===== src/rtl/ysyx_22040759_axi_arb.sv =====
// ----------------------------------------------------------------------------
// ysyx_22040759_axi_arb
//
// Arbitrates three CPU-side memory requesters onto one AXI master pair. The
// requesters are instruction fetch (IF, read), data load (LD, read) and data
// store (ST, write). Only one transaction is outstanding at a time.
//
// When a requester is granted, the arbiter latches its address, size and
// (for stores) data into held registers. It then sends a one-cycle start
// pulse to the read or write master. When that master reports completion,
// the arbiter returns a one-cycle ack, plus the read data, to the granted
// requester.
//
// Arbitration priority is ST > LD > IF. The exception is that IF wins once
// after STARVE_MAX consecutive LD/ST grants have been made while IF was
// waiting.
//
// Ports
//   clk, rst            clock, synchronous active-high reset
//   if_req_i/addr_i     IF read request (level) and address
//   if_ack_o/rdata_o    IF completion pulse and read data
//   ld_req_i/addr_i/size_i   load request, address, AXI size
//   ld_ack_o/rdata_o    load completion pulse and read data
//   st_req_i/addr_i/size_i/wdata_i   store request, address, size, data
//   st_ack_o            store completion pulse
//   rd_start_o          one-cycle start pulse to the read master
//   rd_addr_o/size_o    held read address and size
//   rd_done_i/data_i    read master completion and read data
//   wr_addr_valid_o     one-cycle start pulse to the write master
//   wr_addr_o/size_o/data_o  held write address, size and data
//   wr_data_valid_i     write master completion (B handshake)
// ----------------------------------------------------------------------------
module ysyx_22040759_axi_arb #(
    parameter int ADDR_W     = 64,
    parameter int DATA_W     = 64,
    parameter int STARVE_MAX = 4
) (
    input  logic              clk,
    input  logic              rst,

    input  logic              if_req_i,
    input  logic [ADDR_W-1:0] if_addr_i,
    output logic              if_ack_o,
    output logic [DATA_W-1:0] if_rdata_o,

    input  logic              ld_req_i,
    input  logic [ADDR_W-1:0] ld_addr_i,
    input  logic [2:0]        ld_size_i,
    output logic              ld_ack_o,
    output logic [DATA_W-1:0] ld_rdata_o,

    input  logic              st_req_i,
    input  logic [ADDR_W-1:0] st_addr_i,
    input  logic [2:0]        st_size_i,
    input  logic [DATA_W-1:0] st_wdata_i,
    output logic              st_ack_o,

    output logic              rd_start_o,
    output logic [ADDR_W-1:0] rd_addr_o,
    output logic [2:0]        rd_size_o,
    input  logic              rd_done_i,
    input  logic [DATA_W-1:0] rd_data_i,

    output logic              wr_addr_valid_o,
    output logic [ADDR_W-1:0] wr_addr_o,
    output logic [2:0]        wr_size_o,
    output logic [DATA_W-1:0] wr_data_o,
    input  logic              wr_data_valid_i
);

    localparam int          CNT_W   = $clog2(STARVE_MAX + 1);
    localparam logic [2:0]  IF_SIZE = 3'b010;  // instruction fetch is always 32-bit

    typedef enum logic [1:0] {
        IDLE  = 2'd0,
        IF_RD = 2'd1,
        LD_RD = 2'd2,
        ST_WR = 2'd3
    } state_t;

    state_t            state;
    state_t            state_nxt;
    logic [CNT_W-1:0]  starve_cnt;

    logic              grant_if;
    logic              grant_ld;
    logic              grant_st;
    logic              grant_any;
    logic              ack_cycle;
    logic              starve_hit;

    logic              rd_start_d;
    logic              wr_start_d;
    logic              if_ack_d;
    logic              ld_ack_d;
    logic              st_ack_d;

    logic [ADDR_W-1:0] hold_addr;
    logic [2:0]        hold_size;
    logic [DATA_W-1:0] hold_wdata;

    // The ack cycle is spent in IDLE without granting. This gives the
    // requester one cycle to drop its request before it is arbitrated again.
    assign ack_cycle  = if_ack_o | ld_ack_o | st_ack_o;
    assign starve_hit = (starve_cnt == CNT_W'(STARVE_MAX)) && if_req_i;
    assign grant_any  = grant_if | grant_ld | grant_st;

    always_comb begin : arbitrate
        // NOTE: every signal assigned in a combinational block gets a default
        // first, so no path leaves it unassigned and no latch is inferred.
        grant_if = 1'b0;
        grant_ld = 1'b0;
        grant_st = 1'b0;
        if (state == IDLE && !ack_cycle) begin
            if (starve_hit) begin
                grant_if = 1'b1;
            end else if (st_req_i) begin
                grant_st = 1'b1;
            end else if (ld_req_i) begin
                grant_ld = 1'b1;
            end else if (if_req_i) begin
                grant_if = 1'b1;
            end
        end
    end

    // State register
    always_ff @(posedge clk) begin : state_reg
        // NOTE: sequential state uses non-blocking assignments so that every
        // register samples values from before the edge, independent of
        // statement order.
        if (rst) begin
            state <= IDLE;
        end else begin
            state <= state_nxt;
        end
    end

    // Next-state logic. A completion on the channel that does not belong to
    // the current state falls through and is ignored.
    always_comb begin : next_state
        state_nxt = state;
        unique case (state)
            IDLE: begin
                if (grant_st)      state_nxt = ST_WR;
                else if (grant_ld) state_nxt = LD_RD;
                else if (grant_if) state_nxt = IF_RD;
            end
            IF_RD, LD_RD: if (rd_done_i)       state_nxt = IDLE;
            ST_WR:        if (wr_data_valid_i) state_nxt = IDLE;
            default:      state_nxt = IDLE;
        endcase
    end

    // Output decode. These values are registered below, so each pulse
    // appears one cycle after the event that caused it.
    always_comb begin : output_decode
        rd_start_d = grant_if | grant_ld;
        wr_start_d = grant_st;
        if_ack_d   = (state == IF_RD) && rd_done_i;
        ld_ack_d   = (state == LD_RD) && rd_done_i;
        st_ack_d   = (state == ST_WR) && wr_data_valid_i;
    end

    always_ff @(posedge clk) begin : output_regs
        if (rst) begin
            rd_start_o      <= 1'b0;
            wr_addr_valid_o <= 1'b0;
            if_ack_o        <= 1'b0;
            ld_ack_o        <= 1'b0;
            st_ack_o        <= 1'b0;
            if_rdata_o      <= '0;
            ld_rdata_o      <= '0;
        end else begin
            rd_start_o      <= rd_start_d;
            wr_addr_valid_o <= wr_start_d;
            if_ack_o        <= if_ack_d;
            ld_ack_o        <= ld_ack_d;
            st_ack_o        <= st_ack_d;
            if (if_ack_d) if_rdata_o <= rd_data_i;
            if (ld_ack_d) ld_rdata_o <= rd_data_i;
        end
    end

    // Held request registers. They are written only on a grant, so changes
    // on the requester inputs during a transaction never reach the masters.
    always_ff @(posedge clk) begin : hold_regs
        if (rst) begin
            hold_addr  <= '0;
            hold_size  <= '0;
            hold_wdata <= '0;
        end else if (grant_st) begin
            hold_addr  <= st_addr_i;
            hold_size  <= st_size_i;
            hold_wdata <= st_wdata_i;
        end else if (grant_ld) begin
            hold_addr  <= ld_addr_i;
            hold_size  <= ld_size_i;
        end else if (grant_if) begin
            hold_addr  <= if_addr_i;
            hold_size  <= IF_SIZE;
        end
    end

    // The starve counter tracks consecutive LD/ST grants made while IF was
    // waiting. It saturates at STARVE_MAX. It clears when IF is granted, or
    // when any grant is made while IF is not requesting.
    always_ff @(posedge clk) begin : starve_reg
        if (rst) begin
            starve_cnt <= '0;
        end else if (grant_any) begin
            if (grant_if || !if_req_i) begin
                starve_cnt <= '0;
            end else if (starve_cnt != CNT_W'(STARVE_MAX)) begin
                starve_cnt <= starve_cnt + CNT_W'(1);
            end
        end
    end

    assign rd_addr_o = hold_addr;
    assign rd_size_o = hold_size;
    assign wr_addr_o = hold_addr;
    assign wr_size_o = hold_size;
    assign wr_data_o = hold_wdata;

endmodule


===== config.mk =====
export PLATFORM = sky130hd
export DESIGN_NAME = ysyx_22040759_axi_arb
export DESIGN_NICKNAME = d
export VERILOG_FILES = /design/src/rtl/ysyx_22040759_axi_arb.sv
export SDC_FILE = /design/constraint.sdc
export NUM_CORES = 1
export LEC_CHECK = 0
export CAP_MARGIN = 20
export CORE_AREA = 2 2 257 259
export CTS_BUF_LIST = sky130_fd_sc_hd__clkbuf_8
export CTS_CLUSTER_DIAMETER = 100
export DETAILED_ROUTE_END_ITERATION = 16
export DIE_AREA = 0 0 259 261
export GPL_TIMING_DRIVEN = 0
export HOLD_SLACK_MARGIN = 0.15
export SLEW_MARGIN = 15
export SYNTH_ARGS = -nofsm -noshare
export SYNTH_HDL_FRONTEND = slang
export SYNTH_SLANG_ARGS = --single-unit

===== constraint.sdc =====
create_clock -name clk -period 3.3 [get_ports clk]
set_input_delay 0.66 -clock clk [delete_from_list [all_inputs] [get_ports clk]]
set_output_delay 0.66 -clock clk [all_outputs]
set_load 0.02 [all_outputs]

==> impl_metrics.ini, run 1 <==
[setup_path]
crit_path_end_kind = flop
r2r_setup_slack_ns = 0.54
reg2reg_depth = 7
rr_startpoint = starve_cnt[0]
critPathArrivalTime_ns = 3.29
crit_type = reg -> reg
cp-start-kind = flop
worst-path-max-fanout = 10
worstPathRequired_ns = 3.83
reg2reg_to = rd_addr_o[47]

[die]
die_w_um = 259
fp.dieH_um = 261
initial_core_util_pct = 17.2
dieArea_um2 = 67600
core-area_um2 = 65000
rows = 94
pin_count = 664

[synthesis]
synth_ff_type = dfxtp_1
syn-num-nets = 1768
ys_seq_area_share_pct = 48.3
avgSynthCellArea_um2 = 7.81
yosys.area.top_type = dfxtp_1
ys_ff_latch = 269
synthMostInstantiatedCell = nand2_1
yosys_warnings = 0
synth_edf_count = 0
ys_types = 34
syn_area_um2 = 11200
synthTopCellsByArea = dfxtp_1 48%, nand2_1 13%, a21oi_1 12%
async_flop_share_pct = 0
post_synth_most_frequent_cells = 392 x nand2_1, 269 x dfxtp_1, 262 x a21oi_1, 101 x clkbuf_1, 74 x nor2_1
synth_cells = 1428
synth_top_area_share_pct = 48.3

[clock_network]
clockBufferDepth = 3
clk_latency_ns = 0.63
clock-root-buffer = clkbuf_8
cts_resized = 0
clock-sinks = 269
cts_setup_buffers = 0
cts_tree = done
cts_buffers = 52
path_clk_slew_ns = 0.06
h-tree-depth = 2
cts_hold_buf = 0

[cells_and_area]
drive_above_1_share_pct = 6.97
utilization_pct = 30.6
fillers = 7028
regArea_um2 = 5390
multi_input_area_um2 = 4760
fin_cells = 3044
syn_to_final_growth_pct = 78.1
antennaDiodeCount = 0
fin_nets = 2482

[sta]
post-route-min-period_ns = 2.76
worst_slew_pin_slew_ns = 1.07
slew_viol_final = 0
finalSetupTns_ns = 0
whs_ns = 0.451
rsz0062_at_grt = no
finClkSkew_ns = 0.0158
max_slew_margin_pct = 28.5
hold_violations = 0
min_period_over_period_pct = 83.6
max_freq_ghz = 0.363
setup_viol = 0

[pwr]
peakVddDrop_v = 0.000334
p_leak_uw = 0.00713
intPower_uw = 9050
pwr-share-clk_pct = 22.0
pwr-share-comb_pct = 48.5
p_seq_share_pct = 29.6
p_switching_uw = 6350
netSwitchingFraction_pct = 41.2
cellPowerDensity_nw_per_um2 = 775

[placed_design]
place_inst = 2952
place.port_buffers = 660
hpwl_um = 48800
gp_congestion = 0.871

[routing]
viasPerCell = 4.20
ant_nets = 0
vias = 12800
drcViolationCount = 0
wl_um = 61500
initialDrtViolationCount = 687
wire_per_inst_um = 20.2
dr.pass1.iters = 5

[global_routing]
antenna_found_initial = 6
grt_pass1_vias = 12600
grt_max_degree = 16
track_usage_pct = 17.1
top_usage_layer = met2
grt_use_met1_pct = 19.4
overflow = 0
met3_usage_pct = 5.77
use_met2_pct = 29.0
grt_pass1_wl_um = 85100

[status]
status = finished, final reports clean

[min_path]
holdPathStages = 2
hold_start = if_rdata_o[59]
hold_end = if_rdata_o[59]
hold_class = reg -> reg

[run]
max_cap_violations = 0
how the worst max path moves through the flow:
| stage | from | to | slack [ns] | cells past startpoint |
|---|---|---|---|---|
| final | starve_cnt[0] | rd_addr_o[47] | 0.54 | 7 |
| after global placement | if_req_i | wr_data_o[7] | -0.15 | 7 |
| after floorplan | st_req_i | rd_addr_o[35] | 1.23 | 7 |
| after CTS | starve_cnt[0] | wr_data_o[5] | 0.34 | 8 |
| after global routing | starve_cnt[0] | wr_data_o[12] | 0.07 | 8 |
| after detailed placement | if_req_i | wr_data_o[7] | -0.22 | 7 |
power groups by stage:
stage / Combinational [µW] / Sequential, µW / Clock, µW
after CTS: 7570 / 4560 / 3510
after global routing: 8030 / 4640 / 3620
after global placement: 7520 / 4620 / 0
final: 7460 / 4560 / 3380
after floorplan: 3040 / 5260 / 0
after detailed placement: 7530 / 4620 / 0
routing by layer:
metal  share of wire [%]  vias to the layer above
met3                 8.8                      125
li1                    -                     6219
met5               0.055                        -
met4                 5.0                        6
met2                  47                      560
met1                  39                     5882
placed cells by master, fill, tap and decap left out, types with 59 or more instances in the layout:
cell	n
clkbuf_1	100
a22o_1	66
buf_4	70
clkbuf_8	59
nor2_1	74
a211oi_1	65
clkdlybuf4s50_1	660
o21ai_0	68
a21oi_1	262
dfxtp_1	269
nand2_1	392
critical path, stage by stage (launching register included):
cell      delay, ns
dfxtp_1        0.33
inv_1          0.08
ha_1           0.18
nand3_1        0.44
o21ai_1        0.79
clkbuf_1       0.39
o21ai_0        0.21
a211oi_1       0.24
metrics by stage:
stage / worst slack (ns) / cell area [µm²] / power, µW
final: 0.542 / 19900 / 15400
after global routing: 0.0717 / 19900 / 16300
after CTS: 0.340 / 19900 / 15600
after detailed placement: -0.219 / 18900 / 12200
after global placement: -0.154 / 18800 / 12100
after floorplan: 1.23 / 11200 / 8290
area by class of cell:
type                       instances  area share, %
timing repair buffer             660           33.2
sequential                       269           27.1
multi-input combinational        961           23.9
tap                              864           5.44
buffer                           189           4.98
clock buffer                      59           4.09
clock inverter                    33           1.07
inverter                           9          0.170
kinds of logic after synthesis:
logic type	share of synthesized area, %
AO/OA/AOI/OAI	24.9
adder cells (fa/ha/maj)	0.785
buffers and inverters	9.16
flip-flops	48.3
AND/OR/NAND/NOR	16.9
Power figures use the tool's default switching activity.
==> inputs of run 2 (changes only) <==
- CORE_AREA: 2 2 257 259 -> 2 2 259 261
- DIE_AREA: 0 0 259 261 -> 0 0 261 263
- clock period: 3.3 -> 2.8 ns (I/O delays scaled with it)
==> impl_metrics.ini, run 2 (synthesis results as in run 1) <==
[status]
status = finished, final reports clean

[sta]
post-route-min-period_ns = 2.64
worst_slew_pin_slew_ns = 0.995
rsz0062_at_grt = no
max_slew_margin_pct = 33.6
slew_viol_final = 0
finClkSkew_ns = 0.0273
finalSetupTns_ns = 0
max_freq_ghz = 0.379
hold_violations = 0
setup_viol = 0
min_period_over_period_pct = 94.3

[global_routing]
track_usage_pct = 17.9
antenna_found_initial = 7
overflow = 0
grt_max_degree = 15
grt_pass1_vias = 13000
grt_pass1_wl_um = 89700

[clock_network]
clock-root-buffer = clkbuf_8
cts_buffers = 51
clk_latency_ns = 0.63
clockBufferDepth = 3
clock-sinks = 269
path_clk_slew_ns = 0.06
cts_tree = done
h-tree-depth = 2

[setup_path]
worstPathRequired_ns = 3.32
cp-start-kind = flop
crit_type = reg -> reg
crit_path_end_kind = flop
critPathArrivalTime_ns = 3.16
worst-path-max-fanout = 10

[cells_and_area]
drive_above_1_share_pct = 7.70
fin_nets = 2483
final_cell_mix = 660 x clkdlybuf4s50_1, 392 x nand2_1, 269 x dfxtp_1, 262 x a21oi_1, 96 x clkbuf_1
syn_to_final_growth_pct = 78.6
final_common_cell = clkdlybuf4s50_1

[routing]
vias = 12900
ant_nets = 0
wl_um = 64600
viasPerCell = 4.25
wire_per_inst_um = 21.2
initialDrtViolationCount = 695
drcViolationCount = 0
dr.pass1.iters = 5

[die]
pin_count = 664
dieArea_um2 = 68600
initial_core_util_pct = 17.0
rows = 94
die_w_um = 261
fp.dieH_um = 263
core-area_um2 = 65600

[pwr]
p_seq_share_pct = 29.5
cellPowerDensity_nw_per_um2 = 915
pwr-share-comb_pct = 49.0
peakVddDrop_v = 0.000419
intPower_uw = 10600
p_switching_uw = 7600
pwr-share-clk_pct = 21.5
power_uw = 18200
p_leak_uw = 0.00714
netSwitchingFraction_pct = 41.7

[min_path]
hold_class = in -> reg

[run]
max_cap_violations = 0

[placed_design]
place.port_buffers = 660
gp_congestion = 0.916
hpwl_um = 51400
[run 2: power groups by stage]
| stage | logic [µW] | registers [µW] | clock network [µW] |
|---|---|---|---|
| after global routing | 9570 | 5480 | 4220 |
| final | 8940 | 5380 | 3910 |
| after global placement | 8980 | 5440 | 0 |
| after floorplan | 3580 | 6190 | 0 |
| after CTS | 9030 | 5390 | 4050 |
| after detailed placement | 8980 | 5460 | 0 |
[run 2: area by class of cell]
class,count,area (µm²)
Buffer,188,990
Tap cell,864,1080
Antenna cell,2,5.00
Inverter,9,33.8
Clock buffer,63,867
Timing Repair Buffer,663,6650
Fill cell,7112,45700
Clock inverter,29,149
Multi-Input combinational cell,961,4770
Sequential cell,269,5390
[run 2: metal layers]
metal	track usage [%]	routed length (µm)
met3	5.46	5480
met5	0	30
met2	31.6	31700
met4	6.82	2440
met1	19.8	24900
[run 2: final timing paths]
kind         slack, ns           start  cells after the start        endpoint
max reg2reg       0.16        state[0]                      9   rd_addr_o[51]
min               0.39        if_req_i                      3   starve_cnt[1]
max               0.16        state[0]                      9   rd_addr_o[51]
min reg2reg       0.45  if_rdata_o[49]                      2  if_rdata_o[49]
[run 2: what timing repair did]
action | in CTS | in global routing
hold buffers | 0 | 0
endpoints found under the setup margin | 58 | 19
pin swaps | 0 | 1
setup buffers | 0 | 2
resized for setup | 5 | 3
[run 2: through the flow]
step                area (µm²)  hold slack [ns]  utilization, %  std cells  setup WS (ns)
global placement         18800            0.440            28.7       2952         -0.679
global route             19900            0.431            30.4       3047         0.0240
finish                   19900            0.389            30.4       3048          0.161
detailed placement       18900            0.445            28.7       2953         -0.759
floorplan                11200            0.449               -       1428          0.771
CTS                      19900            0.349            30.3       3044         0.0748
[run 2: worst max-delay path, cell delays in order (launching register included)]
cell	delay, ns
dfxtp_1	0.33
inv_1	0.14
ha_1	0.20
or4b_4	0.46
buf_6	0.17
nor2_2	0.29
buf_2	0.38
buf_4	0.25
nor2_1	0.06
a211oi_1	0.25
